--- src/rtl/crc_append.sv ---
// Frame packer that passes payload words through a one-deep output register and
// appends the external CRC unit's value as a trailer word after each frame.
module crc_append #(
   parameter int CNT_W = 16
) (
   input  logic             clk,
   input  logic             rst_n,
   input  logic [31:0]      s_data,
   input  logic             s_valid,
   input  logic             s_last,
   output logic             s_ready,
   output logic [31:0]      m_data,
   output logic             m_valid,
   output logic             m_last,
   input  logic             m_ready,
   output logic             crc_rst,
   output logic [31:0]      crc_data,
   output logic             crc_valid,
   input  logic [31:0]      crc_in,
   output logic [CNT_W-1:0] frame_len,
   output logic             frame_done
);

   typedef enum logic [1:0] {
      INIT,
      IDLE,
      DATA,
      TAIL
   } state_t;

   state_t             state_q, state_d;
   logic [31:0]        m_data_q, m_data_d;
   logic               m_valid_q, m_valid_d;
   logic               m_last_q, m_last_d;
   logic [CNT_W-1:0]   word_cnt_q, word_cnt_d;
   logic [CNT_W-1:0]   frame_len_q, frame_len_d;

   logic out_free;
   logic accept;
   logic load_trailer;

   always_comb begin
      // NOTE: every signal gets a default before any branch, so no latch can be inferred.
      state_d     = state_q;
      m_data_d    = m_data_q;
      m_valid_d   = m_valid_q;
      m_last_d    = m_last_q;
      word_cnt_d  = word_cnt_q;
      frame_len_d = frame_len_q;

      // The output register can take a new word when empty or draining this cycle.
      out_free     = !m_valid_q || m_ready;
      s_ready      = ((state_q == IDLE) || (state_q == DATA)) && out_free;
      accept       = s_valid && s_ready;
      load_trailer = (state_q == TAIL) && out_free;

      if (m_valid_q && m_ready) begin
         m_valid_d = 1'b0;
         m_last_d  = 1'b0;
      end

      case (state_q)
         INIT: state_d = IDLE;
         IDLE, DATA: begin
            if (accept) begin
               m_data_d  = s_data;
               m_valid_d = 1'b1;
               m_last_d  = 1'b0;
               if (state_q == IDLE) begin
                  word_cnt_d = CNT_W'(1);
               end else if (!(&word_cnt_q)) begin
                  word_cnt_d = word_cnt_q + CNT_W'(1);
               end
               state_d = s_last ? TAIL : DATA;
            end
         end
         TAIL: begin
            // crc_in already includes the last word: it was accepted on the edge entering TAIL.
            if (load_trailer) begin
               m_data_d    = crc_in;
               m_valid_d   = 1'b1;
               m_last_d    = 1'b1;
               frame_len_d = word_cnt_q;
               state_d     = IDLE;
            end
         end
      endcase

      crc_data   = s_data;
      crc_valid  = accept;
      crc_rst    = (state_q == INIT) || load_trailer;
      frame_done = load_trailer;
   end

   // NOTE: sequential state uses non-blocking assignments only, so all flops sample together.
   always_ff @(posedge clk or negedge rst_n) begin
      if (!rst_n) begin
         state_q     <= INIT;
         m_data_q    <= '0;
         m_valid_q   <= 1'b0;
         m_last_q    <= 1'b0;
         word_cnt_q  <= '0;
         frame_len_q <= '0;
      end else begin
         state_q     <= state_d;
         m_data_q    <= m_data_d;
         m_valid_q   <= m_valid_d;
         m_last_q    <= m_last_d;
         word_cnt_q  <= word_cnt_d;
         frame_len_q <= frame_len_d;
      end
   end

   assign m_data    = m_data_q;
   assign m_valid   = m_valid_q;
   assign m_last    = m_last_q;
   assign frame_len = frame_len_q;

endmodule
--- config.mk ---
export PLATFORM = sky130hd
export DESIGN_NAME = crc_append
export DESIGN_NICKNAME = d
export VERILOG_FILES = /design/src/rtl/crc_append.sv
export SDC_FILE = /design/constraint.sdc
export NUM_CORES = 1
export LEC_CHECK = 0
export CAP_MARGIN = 30
export CORE_ASPECT_RATIO = 1.75
export CORE_MARGIN = 8
export CORE_UTILIZATION = 38
export DETAILED_ROUTE_END_ITERATION = 6
export MAX_ROUTING_LAYER = met4
export PLACE_DENSITY = 0.84
export SETUP_SLACK_MARGIN = 0.02
export SYNTH_ARGS = -nofsm -noshare
export SYNTH_HDL_FRONTEND = slang
export SYNTH_SLANG_ARGS = --single-unit
--- constraint.sdc ---
create_clock -name clk -period 2.09 [get_ports clk]
set_clock_uncertainty 0.15 [all_clocks]
set_input_delay 0.209 -clock clk [delete_from_list [all_inputs] [get_ports clk]]
set_output_delay 0.209 -clock clk [all_outputs]
set_load 0.02 [all_outputs]
==> run_results.csv <==
group,metric,value,unit
critical_path,crit_type,"flip-flop to output port",
detailed_routing,drt_wl_total,10.5,mm
critical_path,cp.required,1.73,ns
timing,post-route-period-util,96.2,%
critical_path,reg2reg_from,"word_cnt_q[0]",
timing,setup_viol,0,
cts,insertion_delay,0.33,ns
timing,fin_crit,2.01,ns
synthesis,synth_area_per_cell,10.1,um2
worst_hold_path,hp-class,"primary input to async pin",
power_and_ir_drop,power_switching,0.00333,W
floorplanning,die_area,12600,um2
global_routing,grt-busiest-layer,"met2",
detailed_routing,vias_per_cell,5.00,
timing,hold_viol_final,0,
timing,slew_headroom,68.9,%
global_routing,antenna_found_initial,0,
power_and_ir_drop,ir_drop,1090,uV
power_and_ir_drop,power.density,1540,nW/um2
global_routing,grt_util_met2,32.0,%
cts,cts_tree,"built",
floorplanning,coreArea,8980,um2
critical_path,crit_arrival,1.65,ns
layout,multi_input_area,1480,um2
placed_design,placed_cell_area,5060,um2
cts,cts_sinks,68,
cts,clk_pin_slew,0.05,ns
layout,nets,556,
status,status,"finished, final reports clean",
layout,fillCellCount,761,
layout,areaGrowthSynthToFinish,55.1,%
critical_path,worstSetupStartpointType,"flip-flop",
global_routing,grt_pass1_vias,3329,
timing,worst_pin_slew,0.466,ns
power_and_ir_drop,netSwitchingFraction,39.9,%
cts,numCtsBuffers,9,
layout,seqCellArea,1700,um2
synthesis,ys.flop_type,"dfrtp_1",
timing,finalMaxSlewViolations,0,
global_routing,grt_max_degree,65,
placed_design,io_buffers,154,
critical_path,cp_max_fo,4,
synthesis,synth_edf_count,0,
layout,final_cell_area,5410,um2
synthesis,ys_seq_area_share,48.8,%
power_and_ir_drop,power_frac_comb,54.2,%
detailed_routing,vias,3042,
cts,postCtsSetupRepairBufs,0,
layout,final_cells,608,
power_and_ir_drop,seq_power_share,26.5,%
floorplanning,initial_utilization,38.9,%
timing,finalSetupTns,0,ns
critical_path,reg2reg_slack,0.10,ns
global_routing,use_met3,4.32,%
power_and_ir_drop,p_int,0.00501,W
synthesis,synth_nets,419,
floorplanning,placement_rows,46,
power_and_ir_drop,power,0.00834,W
synthesis,async_reset_ff_share,100,%
placed_design,hpwl,8.29,mm
synthesis,ys_ff_latch,68,
global_routing,grtUsageTotal,17.9,%
detailed_routing,drtAntennaViolNets,0,
placed_design,dpl.cell_count,591,
synthesis,synthCells,346,
synthesis,synth.distinct_cells,37,
detailed_routing,first_pass_iters,4,
floorplanning,io_pins,155,
detailed_routing,wire_per_inst,17.3,um
critical_path,cp-end-kind,"output port",
layout,antennaDiodeCount,0,
timing,rsz0062_at_grt,"false",
layout,finish.utilization,60.3,%
power_and_ir_drop,power_leakage,2.32,nW
layout,final_common_cell,"clkdlybuf4s50_1",
cts,htree_levels,3,
layout,final_cell_mix,"clkdlybuf4s50_1, dfrtp_1, a21oi_1, nor2_1, mux2i_1",
critical_path,reg2reg_depth,6,
critical_path,reg2reg_to,"word_cnt_q[10]",
timing,max_freq,497,MHz
synthesis,synthesis.area,3490,um2
power_and_ir_drop,power_frac_clock,19.3,%
layout,drive_gt1_share,12.7,%
global_routing,gr-usage-met1,17.8,%
cts,root_buffer,"clkbuf_16",
global_routing,grt_pass1_wl,16.8,mm
global_routing,grt-ovfl-total,0,
floorplanning,die_h,143,um
detailed_routing,drc_errors,0,
synthesis,ys_warn_count,0,
floorplanning,die_w,88.4,um
flow_run,cap_violations,0,
detailed_routing,drtIter0Drc,180,
placed_design,routabilityCongestion,0.866,
cts,cts.path.max_buffers,2,
[timing repair]
action	4_1_cts	5_1_grt
hold buffers	1	0
gates resized for setup	6	7
setup endpoints to repair	7	35
pin swaps	1	0
hold endpoints to repair	18	0
[power by group through the flow]
stage | registers [W] | clock network (W) | logic, W
floorplan | 0.00269 | 0 | 0.00209
global route | 0.00228 | 0.00171 | 0.00489
finish | 0.00221 | 0.00161 | 0.00452
CTS | 0.00221 | 0.00164 | 0.00452
detailed placement | 0.00223 | 0 | 0.00453
global placement | 0.00219 | 0 | 0.00437
[registers in the layout, summed over array words and instances (netlist names)]
signal,count
word_cnt_q,16
state_q,2
frame_len,16
m_last,1
m_data,32
m_valid,1
[critical path: stages, from the launching register on]
cell           delay, ns
dfrtp_1             0.39
inv_2               0.08
ha_4                0.30
nand3_2             0.11
inv_1               0.10
dlygate4sd2_1       0.34
[cell families after synthesis]
kind of cell | share of synthesized area, %
AO/OA/AOI/OAI | 9.97
adder cells (fa/ha/maj) | 1.43
buffers and inverters | 10.2
flip-flops | 48.8
multiplexers | 15.8
AND/OR/NAND/NOR | 13.8
[cell usage after synthesis, types with 3 or more instances]
library cell  instances  area, um2
nand3_1              11       55.1
nand3b_1              3       22.5
and3_1                3       18.8
mux2i_1              36        360
nor3_1                6       30.0
mux2_1                8       90.1
nand2b_1              3       18.8
inv_1                 4       15.0
ha_1                  4       50.1
o21ai_1              12       60.1
a31oi_1               3       18.8
a21oi_1              39        195
or4_1                 3       22.5
nand2_1              24       90.1
dfrtp_1              68       1700
clkbuf_1             14       52.6
buf_6                 3       33.8
buf_4                32        240
nor2_1               39        146
mux2_2                9        101
o21ai_0               3       15.0
[how the worst max path moves through the flow]
stage / startpoint / to / slack [ns] / cells after the start
after floorplan: word_cnt_q[0] / word_cnt_q[13] / 0.02 / 7
after global placement: m_ready / crc_rst / -0.07 / 5
after detailed placement: m_ready / crc_rst / -0.16 / 5
after CTS: state_q[1] / crc_valid / 0.01 / 5
after global routing: state_q[1] / crc_valid / 0.02 / 5
final: state_q[1] / crc_valid / 0.08 / 5
[area by class of cell]
| cell class | instances | share of cell area (%) |
|---|---|---|
| Clock inverter | 5 | 1.39 |
| Inverter | 5 | 0.347 |
| Tap cell | 120 | 2.77 |
| Sequential cell | 68 | 31.4 |
| Timing Repair Buffer | 177 | 32.2 |
| Clock buffer | 11 | 4.48 |
| Multi-Input combinational cell | 222 | 27.4 |
[per-stage QoR]
| stage | worst slack [ns] | hold WS, ns |
|---|---|---|
| after floorplan | 0.0220 | -0.237 |
| after global placement | -0.0742 | 0.0286 |
| after detailed placement | -0.160 | 0.0319 |
| after CTS | 0.00987 | 0.235 |
| after global routing | 0.0197 | 0.271 |
| final | 0.0786 | 0.241 |
[per-layer routing]
layer  vias to the layer above  routed length (um)
met3                        15                 534
met4                         0                 224
li1                       1451                   -
met5                         -                   0
met2                        98                6100
met1                      1478                3670
Power figures use the tool's default switching activity.
